--- src/rtl/babbage_inverse_if.sv ---
// rtl/babbage_inverse_if.sv - start/rdy/done handshake and result bundle for babbage_inverse
interface babbage_inverse_if #(
  parameter int IN_WIDTH = 5
) ();
  localparam int OUT_WIDTH = 2 * IN_WIDTH + 2;

  logic                 start;
  logic [OUT_WIDTH-1:0] y;
  logic [IN_WIDTH-1:0]  n_out;
  logic                 exact;
  logic                 under;
  logic                 sat;
  logic                 done;
  logic                 rdy;

  modport master (
    output start, y,
    input  n_out, exact, under, sat, done, rdy
  );

  modport slave (
    input  start, y,
    output n_out, exact, under, sat, done, rdy
  );
endinterface

--- src/rtl/babbage_inverse.sv ---
// rtl/babbage_inverse.sv - largest n with 2n^2+3n+5 <= y, found by forward differences
module babbage_inverse #(
  parameter int IN_WIDTH = 5
) (
  input  logic              clk,
  input  logic              arst_n,
  babbage_inverse_if.slave  bus
);
  localparam int OUT_WIDTH = 2 * IN_WIDTH + 2;
  localparam logic [IN_WIDTH-1:0]  NMAX  = '1;
  localparam logic [OUT_WIDTH-1:0] F0    = OUT_WIDTH'(5);
  localparam logic [OUT_WIDTH-1:0] G0    = OUT_WIDTH'(5);
  localparam logic [OUT_WIDTH-1:0] DIFF2 = OUT_WIDTH'(4);

  localparam logic [1:0] S_IDLE = 2'd0;
  localparam logic [1:0] S_SRCH = 2'd1;
  localparam logic [1:0] S_DONE = 2'd2;

  logic [1:0]           state;
  logic [OUT_WIDTH-1:0] f;
  logic [OUT_WIDTH-1:0] g;
  logic [IN_WIDTH-1:0]  k;
  logic [OUT_WIDTH-1:0] y_reg;
  logic [IN_WIDTH-1:0]  n_out_r;
  logic                 exact_r;
  logic                 under_r;
  logic                 sat_r;
  logic [OUT_WIDTH:0]   next_f;

  // One extra bit so f+g can never wrap below y_reg and end the search early.
  assign next_f = {1'b0, f} + {1'b0, g};

  always_ff @(posedge clk or negedge arst_n) begin
    if (!arst_n) begin
      state   <= S_IDLE;
      f       <= '0;
      g       <= '0;
      k       <= '0;
      y_reg   <= '0;
      n_out_r <= '0;
      exact_r <= 1'b0;
      under_r <= 1'b0;
      sat_r   <= 1'b0;
    end else begin
      case (state)
        S_IDLE: begin
          if (bus.start) begin
            if (bus.y < F0) begin
              n_out_r <= '0;
              under_r <= 1'b1;
              exact_r <= 1'b0;
              sat_r   <= 1'b0;
              state   <= S_DONE;
            end else begin
              y_reg <= bus.y;
              f     <= F0;
              g     <= G0;
              k     <= '0;
              state <= S_SRCH;
            end
          end
        end
        S_SRCH: begin
          if (k == NMAX) begin
            n_out_r <= NMAX;
            exact_r <= (f == y_reg);
            sat_r   <= (f < y_reg);
            under_r <= 1'b0;
            state   <= S_DONE;
          end else if (next_f > {1'b0, y_reg}) begin
            n_out_r <= k;
            exact_r <= (f == y_reg);
            sat_r   <= 1'b0;
            under_r <= 1'b0;
            state   <= S_DONE;
          end else begin
            f <= next_f[OUT_WIDTH-1:0];
            g <= g + DIFF2;
            k <= k + 1'b1;
          end
        end
        S_DONE:  state <= S_IDLE;
        default: state <= S_IDLE;
      endcase
    end
  end

  assign bus.n_out = n_out_r;
  assign bus.exact = exact_r;
  assign bus.under = under_r;
  assign bus.sat   = sat_r;
  assign bus.done  = (state == S_DONE);
  assign bus.rdy   = (state == S_IDLE);
endmodule

--- src/flat_wrapper.sv ---
// flat-port wrapper written by rule: the top's interface ports become plain ports
module babbage_inverse_flat 
#(
  parameter int IN_WIDTH = 5
)
  (clk, arst_n, bus_start, bus_y, bus_n_out, bus_exact, bus_under, bus_sat, bus_done, bus_rdy);
  babbage_inverse_if #(.IN_WIDTH(IN_WIDTH)) bus_i ();
  input  logic clk;
  input  logic arst_n;
  input wire logic [$bits(bus_i.start)-1:0] bus_start;
  input wire logic [$bits(bus_i.y)-1:0] bus_y;
  output wire logic [$bits(bus_i.n_out)-1:0] bus_n_out;
  output wire logic [$bits(bus_i.exact)-1:0] bus_exact;
  output wire logic [$bits(bus_i.under)-1:0] bus_under;
  output wire logic [$bits(bus_i.sat)-1:0] bus_sat;
  output wire logic [$bits(bus_i.done)-1:0] bus_done;
  output wire logic [$bits(bus_i.rdy)-1:0] bus_rdy;
  assign bus_i.start = bus_start;
  assign bus_i.y = bus_y;
  assign bus_n_out = bus_i.n_out;
  assign bus_exact = bus_i.exact;
  assign bus_under = bus_i.under;
  assign bus_sat = bus_i.sat;
  assign bus_done = bus_i.done;
  assign bus_rdy = bus_i.rdy;
  babbage_inverse #(.IN_WIDTH(IN_WIDTH)) u_core (.clk(clk), .arst_n(arst_n), .bus(bus_i));
endmodule
--- config.mk ---
export PLATFORM = sky130hd
export DESIGN_NAME = babbage_inverse_flat
export DESIGN_NICKNAME = d
export VERILOG_FILES = /design/src/rtl/babbage_inverse_if.sv /design/src/rtl/babbage_inverse.sv /design/src/flat_wrapper.sv
export SDC_FILE = /design/constraint.sdc
export NUM_CORES = 1
export LEC_CHECK = 0
export ABC_AREA = 0
export BUFFER_PORTS_ARGS = -buffer_cell sky130_fd_sc_hd__buf_2
export CAP_MARGIN = 20
export CORE_UTILIZATION = 25
export CTS_CLUSTER_SIZE = 30
export DETAILED_ROUTE_END_ITERATION = 10
export PLACE_DENSITY = 0.49
export SLEW_MARGIN = 5
export SYNTH_ARGS = -nofsm -noshare
export SYNTH_HDL_FRONTEND = slang
export SYNTH_SLANG_ARGS = --single-unit
export TNS_END_PERCENT = 5
--- constraint.sdc ---
create_clock -name clk -period 6.1 [get_ports clk]
set_input_delay 0.305 -clock clk [delete_from_list [all_inputs] [get_ports clk]]
set_output_delay 0.305 -clock clk [all_outputs]
set_load 0.05 [all_outputs]
==> out/qor.yml <==
detailed_routing:
  antenna_left: 0
  vias: 2546
  wl_per_cell_um: 14.65
  routed_via_density: 4.777
  wl_mm: 7.809
  drc: 0
  dr.pass1.iters: 4
  drt_iter0_markers: 101
worst_setup_path:
  critPathRequiredTime_ns: 6.28
  critPathMostFrequentCell: "ha_1"
  cp.arrival_ns: 4.79
  r2r-start: "u_core.g[2]"
  worstSetupPathType: "flip-flop to flip-flop"
  cp-end-kind: "flip-flop"
  crit_slowest_cell: "o221a_1"
  rr_worst_depth: 12
  r2r_end: "u_core.g[2]"
  cp_max_fo: 16
  critical_path.top_delay_family: "compound AO/OA/AOI/OAI gates"
  cp_cell_sequence: "ha_1, a211oi_1, nor4b_2, o21ai_0, o311ai_0, ha_1, a21o_1, a21oi_1, and4bb_4, o221a_1, nand2_1, mux2_2"
  crit_start: "u_core.g[2]"
  max_stage_delay_ns: 0.68
  start_kind: "flip-flop"
  worst-path-buf-inv: 0
  r2r_slack_ns: 1.49
yosys:
  synth_fa_ha_area_share_pct: 15.04
  syn_area_per_cell_um2: 9.714
  yosysMostFrequentCell: "dfrtp_1"
  ys.flop_type: "dfrtp_1"
  synth.distinct_cells: 45
  synth_compound_area_share_pct: 17.93
  synthSimpleGateAreaFrac_pct: 13.34
  yosys.area.top_type: "dfrtp_1"
  synth_xor_xnor_area_share_pct: 2.430
  netlist_area_um2: 3244
  synth_common_cells: "dfrtp_1, ha_1, inv_1, nand2_1, a21oi_1"
  yosysSeqAreaShare_pct: 38.57
  synth_top_family_by_area: "compound AO/OA/AOI/OAI gates"
  async_reset_ff_share_pct: 100.0
  synthTopCellsByArea: "dfrtp_1, ha_1, mux2_2"
  syn-instance-count: 334
  synth-seq-cells: 50
  synth_top_area_share_pct: 38.57
  synth.net_count: 388
  ys_warn_count: 0
  synth.area.mux_share_pct: 7.559
  synth_edf_count: 0
pwr:
  p_clk_share_pct: 14.2
  power.switching_w: 0.001079
  power.density_nw_per_um2: 607.4
  seqPwrFrac_pct: 25.6
  p_int_w: 0.001191
  combPwrFrac_pct: 60.2
  p_leak_nw: 1.734
  switching_share_pct: 47.55
  peakVddDrop_v: 0.0001576
cts:
  cts_sinks: 50
  clk_latency_ns: 0.29
  clk_pin_slew_worst_paths_ns: 0.07
  cts_buffers: 5
  cts_root_buf: "clkbuf_16"
  cts_tree: "yes"
  h-tree-depth: 2
  clockBufferDepth: 2
  cts_hold_buf: 0
  cts-resized-gates: 0
  post_cts.repair.setup_buffers: 0
cells_and_area:
  stdcell_count: 533
  n_antenna_cell: 0
  synthToLayoutAreaGrowth_pct: 15.19
  final_net_count: 414
  stdcell_area_um2: 3737
  fillers: 1341
  drive_above_1_share_pct: 15.79
global_route:
  grt_pass1_wl_mm: 12.97
  grt_max_degree: 51
  antenna_found_initial: 0
  overflow: 0
  grt_usage_pct: 12.63
  grt_pass1_vias: 2554
flow_run:
  maxCapViolations: 0
sta:
  finalCriticalPeriod_ns: 4.608
  hold_violations: 0
  setup_viol: 0
  timing.fmax_mhz: 217.0
  relSlewSlack_pct: 36.82
  finalClockSkew_ns: 0.005054
  fin_tns_setup_ns: 0
  worstMarginPinSlew_ns: 0.9475
  rsz0062_at_grt: "no"
  finalCritPeriodShare_pct: 75.53
  maxSlewViolCount: 0
status:
  status: "completed"
floorplanning:
  io_pins: 25
  die-area_um2: 13440
  core_um2: 12620
  start_util_pct: 25.71
  die_h_um: 115.9
  die_w_um: 115.9
  rows: 41
place:
  hpwl_mm: 5.789
  place_inst: 525
  placed_cell_area_um2: 3567
  gp_congestion: 0.8381
  io_buffer_count: 24
hold_path:
  min_path_type: "primary input to async pin"
logic make-up after synthesis:
kind of cell | Yosys count
simple gates | 83
fa+ha+maj | 39
flops | 50
compound gates | 89
buf+inv | 42
xor+xnor | 9
mux | 22
worst max-delay path by stage:
stage	end	slack, ns	cells after the start
after floorplan	u_core.bus.exact	2.47	14
after global placement	u_core.g[2]	1.66	12
after detailed placement	u_core.f[11]	1.50	12
after CTS	u_core.f[10]	1.47	12
after global routing	u_core.g[2]	1.08	13
final	u_core.g[2]	1.49	12
through the flow:
step / power (W) / hold slack [ns] / util (%) / setup WS, ns
2_1_floorplan: 0.001608 / 0.009409 / - / 2.465
3_3_place_gp: 0.001928 / 0.4584 / 28.27 / 1.656
3_5_place_dp: 0.001958 / 0.4644 / 28.27 / 1.496
4_1_cts: 0.002293 / 0.1621 / 29.62 / 1.472
5_1_grt: 0.002478 / 0.2051 / 29.62 / 1.076
6_report: 0.002270 / 0.1341 / 29.62 / 1.492
cells in the final DEF, fill, tap and decap left out, drive strengths merged, types with 2 or more instances in the layout:
| master | n |
|---|---|
| nand2 | 20 |
| nor3 | 6 |
| xor2 | 2 |
| nor2b | 4 |
| nor4 | 2 |
| clkbuf | 5 |
| ha | 39 |
| buf | 28 |
| and3 | 4 |
| a21oi | 18 |
| nand4 | 5 |
| o21ai | 18 |
| inv | 33 |
| o21bai | 3 |
| and2 | 3 |
| o221ai | 3 |
| a21o | 8 |
| a31oi | 14 |
| clkinvlp | 2 |
| nor2 | 16 |
| o22ai | 6 |
| dfrtp | 50 |
| nand2b | 3 |
| mux2 | 17 |
| a211oi | 3 |
| nand3 | 13 |
| o21a | 8 |
| xnor2 | 7 |
| or4 | 2 |
| o211ai | 2 |
| mux2i | 5 |
metal layers:
layer  track usage (%)  share of wire [%]
met3             2.197                3.3
met2             21.11                 46
met1             16.10                 48
met4             5.128                3.0
met5                 0                  0
power groups by stage:
| stage | clock [W] | sequential (W) | combinational [W] |
|---|---|---|---|
| 2_1_floorplan | 0 | 0.000595 | 0.00101 |
| 3_3_place_gp | 0 | 0.000584 | 0.00134 |
| 3_5_place_dp | 0 | 0.000589 | 0.00137 |
| 4_1_cts | 0.000333 | 0.000582 | 0.00138 |
| 5_1_grt | 0.000347 | 0.000602 | 0.00153 |
| 6_report | 0.000323 | 0.000581 | 0.00137 |
cell type report:
cell class                      count  area, um^2  area share, %
Multi-Input combinational cell    242        1827          48.88
Sequential cell                    50        1251          33.48
Tap cell                          172       215.2          5.758
Timing Repair Buffer               28       150.1          4.017
Clock buffer                        5       125.1          3.348
Inverter                           33       123.9          3.314
Clock inverter                      3       45.04          1.205
worst register-to-register path, stage by stage (launching register included):
cell	delay, ns
dfrtp_1	0.42
ha_1	0.36
a211oi_1	0.14
nor4b_2	0.35
o21ai_0	0.15
o311ai_0	0.56
ha_1	0.36
a21o_1	0.18
a21oi_1	0.19
and4bb_4	0.26
o221a_1	0.68
nand2_1	0.46
mux2_2	0.39
(Power assumes the default switching activity.)
